### config.mk
export PLATFORM = sky130hd
export DESIGN_NAME = adder64_seq_ctrl
export DESIGN_NICKNAME = d
export VERILOG_FILES = /design/src/rtl/adder64_seq_ctrl.sv
export SDC_FILE = /design/constraint.sdc
export NUM_CORES = 1
export LEC_CHECK = 0
export CORE_MARGIN = 2
export CORE_UTILIZATION = 31
export DETAILED_ROUTE_END_ITERATION = 8
export MAX_ROUTING_LAYER = met4
export PLACE_DENSITY = 0.59
export RECOVER_POWER = 25
export SLEW_MARGIN = 20
export SYNTH_ARGS = -nofsm -noshare
export SYNTH_HDL_FRONTEND = slang
export SYNTH_SLANG_ARGS = --single-unit
### constraint.sdc
create_clock -name clk -period 2.7 [get_ports clk]
set_input_delay 0.54 -clock clk [delete_from_list [all_inputs] [get_ports clk]]
set_output_delay 0.54 -clock clk [all_outputs]
set_load 0.01 [all_outputs]
### src/rtl/adder64_seq_ctrl.sv
`default_nettype none
// +--------------------------------------------------------------------------+
// | adder64_seq_ctrl: WIDTH-bit add sequenced over an external SLICE-bit      |
// | adder, LS slice first, carry chained through a register.  Rev 1.0        |
// +--------------------------------------------------------------------------+
module adder64_seq_ctrl #(
  parameter int WIDTH = 64,
  parameter int SLICE = 16
) (
  input  logic             clk,
  input  logic             rst_n,
  input  logic             flush,
  input  logic             in_valid,
  output logic             in_ready,
  input  logic [WIDTH-1:0] A,
  input  logic [WIDTH-1:0] B,
  input  logic             Cin,
  output logic [SLICE-1:0] sl_A,
  output logic [SLICE-1:0] sl_B,
  output logic             sl_Cin,
  input  logic [SLICE-1:0] sl_S,
  input  logic             sl_Cout,
  output logic             out_valid,
  input  logic             out_ready,
  output logic [WIDTH-1:0] S,
  output logic             Cout
);

  localparam int BEATS = WIDTH / SLICE;
  localparam int BW    = (BEATS > 1) ? $clog2(BEATS) : 1;

  if (WIDTH % SLICE != 0) begin : g_width_check
    $error("adder64_seq_ctrl: WIDTH must be a multiple of SLICE");
  end

  typedef enum logic [1:0] {
    IDLE = 2'd0,
    RUN  = 2'd1,
    DONE = 2'd2
  } state_t;

  state_t           state_q, state_d;
  logic [BW-1:0]    beat_q, beat_d;
  logic [WIDTH-1:0] a_q, a_d;
  logic [WIDTH-1:0] b_q, b_d;
  logic [WIDTH-1:0] s_q, s_d;
  logic             carry_q, carry_d;
  logic             cout_q, cout_d;
  logic [31:0]      base;

  assign base      = 32'(beat_q) * SLICE;
  assign in_ready  = (state_q == IDLE);
  assign out_valid = (state_q == DONE);
  assign S         = s_q;
  assign Cout      = cout_q;

  always_comb begin
    state_d = state_q;
    beat_d  = beat_q;
    a_d     = a_q;
    b_d     = b_q;
    s_d     = s_q;
    carry_d = carry_q;
    cout_d  = cout_q;
    sl_A    = '0;
    sl_B    = '0;
    sl_Cin  = 1'b0;

    case (state_q)
      IDLE: begin
        if (in_valid) begin
          a_d     = A;
          b_d     = B;
          carry_d = Cin;
          beat_d  = '0;
          state_d = RUN;
        end
      end
      RUN: begin
        sl_A   = a_q[base +: SLICE];
        sl_B   = b_q[base +: SLICE];
        sl_Cin = carry_q;
        s_d[base +: SLICE] = sl_S;
        carry_d = sl_Cout;
        if (beat_q == BW'(BEATS - 1)) begin
          cout_d  = sl_Cout;
          beat_d  = '0;
          state_d = DONE;
        end else begin
          beat_d = beat_q + BW'(1);
        end
      end
      DONE: begin
        if (out_ready) state_d = IDLE;
      end
      default: state_d = IDLE;
    endcase

    // Abort wins over everything; result registers keep their old contents.
    if (flush) begin
      state_d = IDLE;
      beat_d  = '0;
      a_d     = a_q;
      b_d     = b_q;
      s_d     = s_q;
      carry_d = carry_q;
      cout_d  = cout_q;
    end
  end

  always_ff @(posedge clk or negedge rst_n) begin
    if (!rst_n) begin
      state_q <= IDLE;
      beat_q  <= '0;
      a_q     <= '0;
      b_q     <= '0;
      s_q     <= '0;
      carry_q <= 1'b0;
      cout_q  <= 1'b0;
    end else begin
      state_q <= state_d;
      beat_q  <= beat_d;
      a_q     <= a_d;
      b_q     <= b_d;
      s_q     <= s_d;
      carry_q <= carry_d;
      cout_q  <= cout_d;
    end
  end

endmodule
`default_nettype wire

==> impl_summary.log, run 1 <==
[metrics] number of remaining DRC errors: 0
[metrics] gr ovfl total: 0
[metrics] area overhead of the layout relative to synthesis: 43.2%
[metrics] Sink Count: 198
[metrics] Critical Path Source Type: flip-flop
[metrics] number of detailed-route iterations in the first pass: 4
[metrics] deepest clock path buffer count: 2
[metrics] main area contributors after synthesis: sky130_fd_sc_hd__dfrtp_1, sky130_fd_sc_hd__mux2_2, sky130_fd_sc_hd__mux4_2
[metrics] post-detailed-route count of antenna-violating nets: 0
[metrics] area of the die: around 30000 um2
[metrics] sequential share of the synthesized area: 0.575
[metrics] starting density of the core: 0.313
[metrics] fraction of layout instances using a drive strength above 1: 0.290
[metrics] multi-input logic area: approximately 3400 um2
[metrics] clock-pin slew of the registers on the worst-case setup and hold paths: roughly 0.08 ns
[metrics] number of antenna violations at the first check in global routing: 1
[metrics] summed instance area of the synthesized netlist: ~8600 um2
[metrics] final period utilization: 0.962
[metrics] net switching power figure: ~2.1 mW
[metrics] I/O Pins: between 200 and 300
[metrics] Placement Rows: 61
[metrics] synthesized area per cell: about 15 um2
[metrics] arrival time worst endpoint: roughly 2 ns
[metrics] average wire per cell in the routed design: 18.4 um
[metrics] count of H-tree levels built during CTS: 4
[metrics] MaxCap Viol Count: 0
[metrics] most used flip-flop cell after synthesis: sky130_fd_sc_hd__dfrtp_1
[metrics] TritonCTS buffer count: 17
[metrics] Core Region: approximately 28000 um2
[metrics] library cell occupying the most area in the post-synthesis netlist: sky130_fd_sc_hd__dfrtp_1
[metrics] sequential standard cell area: ~5000 um2
[metrics] Post-Route M1 WL: roughly 10 mm
[metrics] total global-route track usage: 0.159
[metrics] number of unique standard cell types used by synthesis: 32
[metrics] largest fanout on the critical path: 11
[metrics] worst-case clock skew: 0.00906 ns
[metrics] combinational fraction of design power: 0.191
[metrics] cell with the most instances after synthesis: sky130_fd_sc_hd__dfrtp_1
[metrics] Root Driver: sky130_fd_sc_hd__clkbuf_16
[metrics] post-route total power: between 7 and 8 mW
[metrics] warning count from the yosys run: 0
[metrics] horizontal extent of the die: around 170 um
[metrics] cell count after synthesis: between 500 and 600
[metrics] flop2flop setup slack: 0.33 ns
[metrics] height of the die: 171 um
[metrics] outcome: finished, final reports clean
[metrics] detailed placer's ending HPWL: 15.5 mm
[metrics] net switching fraction of the power: 0.269
[metrics] number of vias per cell: 4.67
[metrics] fraction of post-synthesis cell area in the top cell type by area: 0.575
[metrics] count of pins over their slew limit: 0
[metrics] setup-violating endpoint count in the final report: 0
[metrics] Detailed Route WL: around 22 mm
[metrics] global-route wire length before repair: around 35 mm
[metrics] internal cell power: around 5.6 mW
[metrics] Filler cells: 2520
[metrics] Final #Nets: 985
[metrics] worst setup path class: reg2out
[metrics] number of flops mapped to enable cells by yosys: 0
[metrics] maximum operating frequency: 0.385 GHz
[metrics] Seq cells post-synth: about 200
[metrics] worst hold-check path type: in2async
[metrics] total length of routed met3 wires: approximately 1.7 mm
[metrics] power share of the sequential group: 0.469
[metrics] data required time of the worst path: 2.16 ns
[metrics] static leakage: 5.20 nW
[metrics] number of failing hold endpoints at the final stage: 0
[metrics] routability congestion estimate from global placement: approximately 0.77
[metrics] Critical Path End Type: output pin
[metrics] Worst-Skew Late Latency: ~0.44 ns
[metrics] routed vias: 5695
[metrics] total power density per cell area: roughly 630 nW/um2
[metrics] clock tree from TritonCTS: done
[metrics] Worst Tran Pin Value: around 1.5 ns
[metrics] peak ir drop on the vdd network: 0.321 mV
[metrics] quantity of I/O buffers inserted on ports: 250
[metrics] clock network fraction of total power: 0.340
[metrics] final cell utilization of the core: 0.448
[metrics] largest net degree at the start of global routing: 67
[metrics] RSZ-0062 raised after global routing: no
[metrics] Commonest cells post-synth: sky130_fd_sc_hd__dfrtp_1, sky130_fd_sc_hd__mux2_2, sky130_fd_sc_hd__a22o_1
[metrics] Synth Net Count: ~730
[metrics] shortest period the worst path allows: 2.60 ns
[metrics] via count of the first global-routing pass: a little under 6k
[metrics] detailed router's first-iteration violation count: 340
[metrics] highest routed layer: met4
[metrics] Rel. slew slack: 0.00601
[metrics] Final TNS setup: 0 ns
[metrics] share of synthesized flip-flops with an asynchronous set or reset: 1.00
[metrics] length of routed met2 wiring: 10.4 mm
path summary, 6_finish.rpt:
path                            from       end  cells after the start
setup / recovery           beat_q[0]  sl_A[14]                      4
hold / removal                 rst_n     S[28]                      1
setup reg to reg           beat_q[0]     S[44]                      8
hold reg to reg                S[13]     S[13]                      2
max in group asynchronous      rst_n   a_q[22]                      2
min in group clk               S[13]     S[13]                      2
placed cells by master (no fill, tap or decap), types with 2 or more instances in the layout:
cell type / n
sky130_fd_sc_hd__nor4b_4: 2
sky130_fd_sc_hd__inv_1: 4
sky130_fd_sc_hd__nor2_1: 6
sky130_fd_sc_hd__inv_8: 3
sky130_fd_sc_hd__buf_12: 11
sky130_fd_sc_hd__clkbuf_2: 3
sky130_fd_sc_hd__dfrtp_2: 2
sky130_fd_sc_hd__and2_1: 33
sky130_fd_sc_hd__inv_6: 2
sky130_fd_sc_hd__o21ai_0: 16
sky130_fd_sc_hd__a22o_2: 10
sky130_fd_sc_hd__dfrtp_1: 195
sky130_fd_sc_hd__nand2b_1: 2
sky130_fd_sc_hd__nand4bb_1: 4
sky130_fd_sc_hd__dlymetal6s2s_1: 9
sky130_fd_sc_hd__clkdlybuf4s15_1: 23
sky130_fd_sc_hd__clkdlybuf4s50_1: 217
sky130_fd_sc_hd__mux4_2: 32
sky130_fd_sc_hd__a22oi_1: 3
sky130_fd_sc_hd__clkinv_8: 7
sky130_fd_sc_hd__nand2_1: 33
sky130_fd_sc_hd__a22o_1: 38
sky130_fd_sc_hd__clkbuf_16: 18
sky130_fd_sc_hd__buf_4: 16
sky130_fd_sc_hd__ha_1: 6
sky130_fd_sc_hd__mux2_2: 129
kinds of logic (layout without fill, tap and decap cells):
logic type	after synthesis	after routing	share of synthesized area
muxes	162	162	0.253
and+or+nand+nor	87	87	0.0606
other	0	1	0
AOI/OAI and AO/OA	71	71	0.0654
buffers and inverters	47	317	0.0369
DFF	198	198	0.575
adders and majority gates	6	6	0.00871
through the flow:
stage | hold slack [ns] | instances | cell area (um2) | worst slack [ns]
final | 0.467 | 1220 | 12300 | 0.102
after global placement | 0.463 | 1183 | 11700 | 0.307
after global routing | 0.515 | 1220 | 12300 | 0.00513
after CTS | 0.0890 | 1215 | 12300 | -0.0839
after detailed placement | 0.470 | 1183 | 11700 | 0.308
after floorplan | 0.244 | 571 | 8620 | 0.315
registers in the layout (all words and copies together) (netlist names):
signal   cells
carry_q      1
b_q         64
beat_q       2
Cout         1
S           64
state_q      2
a_q         64
routing by layer:
layer	global-route usage	vias up
met4	0.0323	0
li1	-	2600
met3	0.0465	10
met2	0.247	184
met1	0.208	2901
met5	-	-
critical path: stages, from the launching register on:
cell	delay, ns
sky130_fd_sc_hd__dfrtp_2	0.48
sky130_fd_sc_hd__clkbuf_16	0.24
sky130_fd_sc_hd__mux4_2	0.49
sky130_fd_sc_hd__and2_1	0.17
sky130_fd_sc_hd__clkdlybuf4s15_1	0.23
power groups by stage:
stage | registers, mW | clock network [mW] | logic [mW]
final | 3.63 | 2.63 | 1.47
after global placement | 3.68 | 0 | 1.49
after detailed placement | 3.69 | 0 | 1.51
after floorplan | 3.64 | 0 | 0.804
after CTS | 3.63 | 2.73 | 1.49
after global routing | 3.69 | 2.85 | 1.61
repair_timing:
action | in CTS | in global routing
buffers inserted | 0 | 3
gates cloned | 0 | 1
gates resized for setup | 25 | 36
endpoints found under the setup margin | 33 | 20
pin swaps | 0 | 0
hold buffers | 0 | 0
area by class of cell:
type                    count  share of cell area
multi-input cells         326               0.272
flip-flops and latches    198               0.402
repair buffers            281               0.236
well taps                 378              0.0383
inverters                   4             0.00122
diodes                      1            0.000203
clock buffers              18              0.0356
clock inverters            14              0.0147
No activity file was read; power rests on OpenSTA's default activity.
==> run 2, diff against run 1 <==
--- a/config.mk
+++ b/config.mk
@@ -6,10 +6,10 @@
 export NUM_CORES = 1
 export LEC_CHECK = 0
 export CORE_MARGIN = 2
-export CORE_UTILIZATION = 31
+export CORE_UTILIZATION = 48
 export DETAILED_ROUTE_END_ITERATION = 8
 export MAX_ROUTING_LAYER = met4
-export PLACE_DENSITY = 0.59
+export PLACE_DENSITY = 0.84
 export RECOVER_POWER = 25
 export SLEW_MARGIN = 20
 export SYNTH_ARGS = -nofsm -noshare
==> run 2 against run 1 <==
  * The flow now finishes with violations (capacitance limit, slew limit)
  * Critical path depth up 1
  * Routed wire length down 2.2%
  * Via count up 3.0%
  * Register-to-register slack better by 0.17 ns
  * Critical path type unchanged
  * Clock skew down 0.0011 ns
  * Highest routed layer unchanged
  * Non-clock buffer count up 1
==> impl_summary.log, run 2 (synthesis gave the netlist of run 1 again) <==
[metrics] via count of the first global-routing pass: 6286 (+6.9%)
[metrics] power share of the sequential group: 0.478 (+0.009)
[metrics] MaxCap Viol Count: 1 (+1)
[metrics] Core Region: 17400 um2 (-37%)
[metrics] quantity of I/O buffers inserted on ports: 250 (unchanged)
[metrics] Root Driver: sky130_fd_sc_hd__clkbuf_16
[metrics] outcome: complete, but fails checks
[metrics] maximum operating frequency: 0.381 GHz (-1.1%)
[metrics] clock-pin slew of the registers on the worst-case setup and hold paths: 0.07 ns (about the same)
[metrics] Critical Path End Type: output pin
[metrics] final period utilization: 0.973 (+0.0108)
[metrics] area of the die: 19000 um2 (-35%)
[metrics] Rel. slew slack: -0.0955 (-0.101)
[metrics] fraction of layout instances using a drive strength above 1: 0.288 (-0.00204)
[metrics] I/O Pins: 251 (unchanged)
[metrics] net switching fraction of the power: 0.247 (-0.0227)
[metrics] number of remaining DRC errors: 0 (unchanged)
[metrics] average wire per cell in the routed design: 20.6 um (+12%)
[metrics] number of detailed-route iterations in the first pass: 4 (unchanged)
[metrics] Critical Path Source Type: flip-flop
[metrics] most common cell after layout, fill and taps aside: sky130_fd_sc_hd__clkdlybuf4s50_1
[metrics] number of vias per cell: 5.51 (+18%)
[metrics] global-route wire length before repair: 34.2 mm (-0.92%)
[metrics] Worst-Skew Late Latency: 0.43 ns (about the same)
[metrics] largest fanout on the critical path: 8 (-3)
[metrics] number of antenna violations at the first check in global routing: 0 (-1)
[metrics] height of the die: 138 um (-19%)
[metrics] number of failing hold endpoints at the final stage: 0 (unchanged)
[metrics] Detailed Route WL: 22.0 mm (-2.2%)
[metrics] static leakage: 5.15 nW (-0.84%)
[metrics] hold buffer count at CTS: 0 (unchanged)
[metrics] number of antenna diodes: 0 (-1)
[metrics] leading cell types in the layout, fill and taps excluded: sky130_fd_sc_hd__clkdlybuf4s50_1, sky130_fd_sc_hd__dfrtp_1, sky130_fd_sc_hd__mux2_2
[metrics] internal cell power: 5.78 mW (+2.4%)
[metrics] Placement Rows: 48 (-21%)
[metrics] Final #Nets: 986 (+0.10%)
[metrics] detailed placer's ending HPWL: 15.4 mm (-0.94%)
[metrics] worst-case hold slack: 0.483 ns (+0.0161 ns)
[metrics] worst-case setup slack after placement: 0.227 ns (-0.0808 ns)
[metrics] routed vias: 5865 (+3.0%)
[metrics] cell area after placement: 11400 um2 (-2.1%)
[metrics] clock network fraction of total power: 0.328 (-0.012)
[metrics] largest net degree at the start of global routing: 76 (+13%)
[metrics] Sink Count: 198 (unchanged)
[metrics] TritonCTS buffer count: 17 (unchanged)
[metrics] clock tree from TritonCTS: done
[metrics] RSZ-0062 raised after global routing: no
[metrics] deepest clock path buffer count: 2 (unchanged)
[metrics] final cell utilization of the core: 0.694 (+0.246)
[metrics] Final TNS setup: 0 ns (unchanged)
[metrics] worst hold-check path type: reg2reg
[metrics] shortest period the worst path allows: 2.63 ns (+0.0291 ns)
[metrics] worst setup path class: reg2out
[metrics] area overhead of the layout relative to synthesis: 40.3%
[metrics] total power density per cell area: 634 nW/um2 (+1.3%)
[metrics] setup-violating endpoint count in the final report: 0 (unchanged)
[metrics] arrival time worst endpoint: 2.09 ns (+0.03 ns)
[metrics] count of pins over their slew limit: 64 (+64)
[metrics] Worst Tran Pin Value: 1.64 ns (+0.152 ns)
[metrics] net switching power figure: 1.89 mW (-9.1%)
[metrics] total global-route track usage: 0.247 (+0.0883)
[metrics] combinational fraction of design power: 0.194 (+0.003)
[metrics] post-detailed-route count of antenna-violating nets: 0 (unchanged)
[metrics] violations in the final reports: capacitance limit, slew limit
[metrics] setup slack after layout: 0.0732 ns (-0.0291 ns)
[metrics] horizontal extent of the die: 138 um (-19%)
[metrics] Layout Cell Area excl Fill: 12100 um2 (-2.0%)
[metrics] worst-case clock skew: 0.00801 ns (-0.00105 ns)
[metrics] peak ir drop on the vdd network: 0.476 mV (+48%)
[metrics] starting density of the core: 0.495 (+0.182)
[metrics] gr ovfl total: 0 (unchanged)
[metrics] routability congestion estimate from global placement: 0.813 (+6.1%)
[metrics] detailed router's first-iteration violation count: 384 (+13%)
[metrics] data required time of the worst path: 2.16 ns (about the same)
[metrics] count of H-tree levels built during CTS: 4 (unchanged)
-- run 2: repair_timing --
item | in CTS | in global routing
endpoints found under the setup margin | 33 | 2
gates cloned | 3 | 0
resized for setup | 39 | 3
buffers inserted | 4 | 3
-- run 2: final timing paths --
path | start | endpoint | slack [ns] | depth (start not counted)
worst min register to register | S[5] | S[5] | 0.48 | 2
max in group asynchronous | rst_n | b_q[63] | 0.45 | 2
worst max register to register | beat_q[0] | S[38] | 0.50 | 8
worst min-delay path | S[5] | S[5] | 0.48 | 2
min in group asynchronous | rst_n | S[26] | 0.51 | 1
worst max-delay path | beat_q[0] | sl_A[10] | 0.07 | 5
-- run 2: stage by stage --
step	cells	power, mW
finish	1065	7.67
global route	1065	8.02
CTS	1062	7.74
detailed placement	1025	5.21
global placement	1025	5.12
floorplan	571	4.45
-- run 2: final cells by class --
| class | instances | area [um2] |
|---|---|---|
| Sequential cell | 198 | 4960 |
| Tap cell | 225 | 282 |
| Fill cell | 1185 | 5330 |
| Clock inverter | 9 | 119 |
| Clock buffer | 21 | 460 |
| Inverter | 4 | 15.0 |
| Multi-Input combinational cell | 326 | 3370 |
| Timing Repair Buffer | 282 | 2890 |
-- run 2: critical path, stage by stage, from the launching register on --
cell	delay, ns
sky130_fd_sc_hd__dfrtp_2	0.38
sky130_fd_sc_hd__buf_12	0.14
sky130_fd_sc_hd__buf_12	0.15
sky130_fd_sc_hd__mux4_2	0.51
sky130_fd_sc_hd__and2_1	0.17
sky130_fd_sc_hd__dlygate4sd2_1	0.30
-- run 2: power by group through the flow --
stage          Combinational (mW)  Sequential (mW)  Clock [mW]
6_report                     1.49             3.66        2.52
5_1_grt                      1.61             3.71        2.69
4_1_cts                      1.50             3.67        2.56
3_5_place_dp                 1.49             3.72           0
3_3_place_gp                 1.44             3.68           0
2_1_floorplan               0.804             3.64           0
-- run 2: routing by layer --
layer  part of all wire  GRT usage  vias to the layer above
met1               0.39      0.292                     3008
li1                   -          -                     2598
met4              0.023     0.0833                        0
met5                  0          -                        -
met3              0.068     0.0643                       31
met2               0.52      0.415                      228
==> run 3, diff against run 2 <==
--- a/config.mk
+++ b/config.mk
@@ -8,6 +8,7 @@
 export CORE_MARGIN = 2
 export CORE_UTILIZATION = 48
 export DETAILED_ROUTE_END_ITERATION = 8
+export GPL_TIMING_DRIVEN = 0
 export MAX_ROUTING_LAYER = met4
 export PLACE_DENSITY = 0.84
 export RECOVER_POWER = 25
==> run 3 against run 2 <==
  * The flow now finishes without violations
  * Die area stayed put
  * Clock power hardly changed
  * Fmax hardly changed
  * Clock skew is 0.0037 ns higher
  * Setup slack worse by 0.0025 ns
  * Critical path depth stayed put
  * Non-clock buffer count is 16 higher
  * Sequential power hardly changed
  * Final area is 0.11% higher
  * Critical endpoint is now sl_B[1]
  * Largest power group unchanged
==> impl_summary.log, run 3 (synthesis gave the netlist of run 1 again) <==
[metrics] outcome: finished, final reports clean
[metrics] Final #Nets: 1002 (+1.6%)
[metrics] Top Family by Delay on Critical Path: buffers and inverters
[metrics] routability congestion estimate from global placement: 0.846 (+4.0%)
[metrics] most common cell after layout, fill and taps aside: sky130_fd_sc_hd__clkdlybuf4s50_1
[metrics] TritonCTS buffer count: 17 (unchanged)
[metrics] Critical Path Source Type: flip-flop
[metrics] Detailed Route WL: 22.5 mm (+2.3%)
[metrics] quantity of I/O buffers inserted on ports: 250 (unchanged)
[metrics] count of pins over their slew limit: 0 (-100%)
[metrics] shortest period the worst path allows: 2.63 ns (+0.00251 ns)
[metrics] static leakage: 5.20 nW (+0.96%)
[metrics] final cell utilization of the core: 0.695 (+0.000790)
[metrics] global-route wire length before repair: 35.4 mm (+3.5%)
[metrics] cells along the critical path: buf_12 > buf_12 > mux4_2 > and2_1 > dlygate4sd2_1
[metrics] Worst Tran Pin Value: 1.42 ns (-0.221 ns)
[metrics] clock-pin slew of the registers on the worst-case setup and hold paths: 0.07 ns (about the same)
[metrics] number of remaining DRC errors: 0 (unchanged)
[metrics] area of the die: 19000 um2 (unchanged)
[metrics] flop2flop setup slack: 0.19 ns (-0.31 ns)
[metrics] peak ir drop on the vdd network: 0.475 mV (-0.33%)
[metrics] number of antenna violations at the first check in global routing: 2 (+2)
[metrics] r2r worst-path depth: 9 (+1)
[metrics] maximum operating frequency: 0.380 GHz (about the same)
[metrics] largest net degree at the start of global routing: 106 (+39%)
[metrics] arrival time worst endpoint: 2.09 ns (about the same)
[metrics] MaxCap Viol Count: 0 (-1)
[metrics] worst setup path class: reg2out
[metrics] most frequent cell on the critical path: sky130_fd_sc_hd__buf_12
[metrics] largest fanout on the critical path: 10 (+2)
[metrics] setup-violating endpoint count in the final report: 0 (unchanged)
[metrics] post-route non-filler standard cell count: 1085 (+1.9%)
[metrics] data required time of the worst path: 2.16 ns (about the same)
[metrics] post-detailed-route count of antenna-violating nets: 0 (unchanged)
[metrics] detailed router's first-iteration violation count: 235 (-39%)
[metrics] height of the die: 138 um (unchanged)
[metrics] Critical Path End Type: output pin
[metrics] horizontal extent of the die: 138 um (unchanged)
[metrics] Crit path buffers/inverters: 3 (unchanged)
[metrics] post-route total power: 7.64 mW (-0.37%)
[metrics] leading cell types in the layout, fill and taps excluded: sky130_fd_sc_hd__clkdlybuf4s50_1, sky130_fd_sc_hd__dfrtp_1, sky130_fd_sc_hd__mux2_2
[metrics] standard cell with the maximum stage delay on the critical path: sky130_fd_sc_hd__mux4_2
[metrics] average wire per cell in the routed design: 20.7 um (+0.44%)
[metrics] count of H-tree levels built during CTS: 4 (unchanged)
[metrics] clock tree from TritonCTS: done
[metrics] area overhead of the layout relative to synthesis: 40.5%
[metrics] number of failing hold endpoints at the final stage: 0 (unchanged)
[metrics] total global-route track usage: 0.257 (+0.00934)
[metrics] hold buffer count at CTS: 0 (unchanged)
[metrics] Placed Cells: 1047 (+2.1%)
[metrics] Root Driver: sky130_fd_sc_hd__clkbuf_16
[metrics] detailed placer's ending HPWL: 16.5 mm (+7.6%)
[metrics] starting density of the core: 0.495 (unchanged)
[metrics] deepest clock path buffer count: 2 (unchanged)
[metrics] Worst-Skew Late Latency: 0.43 ns (about the same)
[metrics] worst-case clock skew: 0.0117 ns (+0.00371 ns)
[metrics] slowest cell delay on critical path: 0.51 ns (about the same)
[metrics] worst hold-check path type: in2async
[metrics] Rel. slew slack: 0.0520 (+0.147)
[metrics] routed vias: 5932 (+1.1%)
[metrics] fraction of layout instances using a drive strength above 1: 0.290 (+0.00211)
[metrics] gr ovfl total: 0 (unchanged)
[metrics] Core Region: 17400 um2 (unchanged)
[metrics] cell area after placement: 11400 um2 (+0.15%)
[metrics] number of vias per cell: 5.47 (-0.72%)
[metrics] Placement Rows: 48 (unchanged)
[metrics] Layout Cell Area excl Fill: 12100 um2 (+0.11%)
[metrics] number of cells on the critical path: 5 (unchanged)
[metrics] RSZ-0062 raised after global routing: no
[metrics] final period utilization: 0.974 (about the same)
[metrics] number of detailed-route iterations in the first pass: 4 (unchanged)
[metrics] total power density per cell area: 631 nW/um2 (-0.48%)
[metrics] I/O Pins: 251 (unchanged)
[metrics] via count of the first global-routing pass: 6594 (+4.9%)
[metrics] Sink Count: 198 (unchanged)
-- run 3: cell count changes in the layout (fill, tap and decap cells not counted), moves of 3 or more --
cell	change
sky130_fd_sc_hd__clkbuf_4	+4
sky130_fd_sc_hd__clkinv_4	-3
sky130_fd_sc_hd__buf_4	-8
sky130_fd_sc_hd__buf_2	+4
sky130_fd_sc_hd__inv_6	+3
sky130_fd_sc_hd__buf_12	-7
sky130_fd_sc_hd__buf_16	-3
sky130_fd_sc_hd__clkbuf_1	+5
sky130_fd_sc_hd__buf_6	+17
-- run 3: metrics by stage --
| step | setup WS [ns] | TNS (ns) | hold WS, ns |
|---|---|---|---|
| after floorplan | 0.315 | 0 | 0.244 |
| after global placement | -6.60 | -1327.89 | 0.484 |
| after detailed placement | -0.636 | -31.46 | 0.481 |
| after CTS | -0.138 | -0.138 | 0.186 |
| after global routing | 0.00530 | 0 | 0.510 |
| final | 0.0706 | 0 | 0.458 |
-- run 3: worst paths after layout --
check                      startpoint        end
hold / removal                  rst_n      S[26]
setup / recovery            beat_q[0]    sl_B[1]
setup reg to reg            beat_q[1]      S[11]
max in group asynchronous       rst_n  beat_q[0]
min in group clk                 S[4]       S[4]
hold reg to reg                  S[4]       S[4]
-- run 3: what timing repair did --
item | 4_1_cts | 5_1_grt
gates resized for setup | 66 | 6
setup buffers | 4 | 0
endpoints found under the hold margin | 0 | 0
setup endpoints to repair | 97 | 12
-- run 3: per-layer routing --
metal,track usage,up-vias,part of all wire
met5,-,-,0
met4,0.0998,0,0.029
li1,-,2637,-
met1,0.302,3014,0.39
met3,0.0556,39,0.066
met2,0.434,242,0.51
-- run 3: cell type report --
cell class | instances | area, um2
fillers | 1201 | 5310
flip-flops and latches | 198 | 4960
multi-input cells | 326 | 3340
repair buffers | 255 | 2510
clock buffers | 19 | 443
plain buffers | 43 | 417
well taps | 225 | 282
clock inverters | 13 | 136
inverters | 4 | 15.0
diodes | 2 | 5.00
-- run 3: power breakdown --
group | internal, mW | leakage, nW | total (mW) | switching (mW)
sequential | 3.41 | 2.46 | 3.66 | 0.247
clock | 1.33 | 0.272 | 2.49 | 1.17
combinational | 0.942 | 2.47 | 1.49 | 0.548
total | 5.68 | 5.20 | 7.64 | 1.96
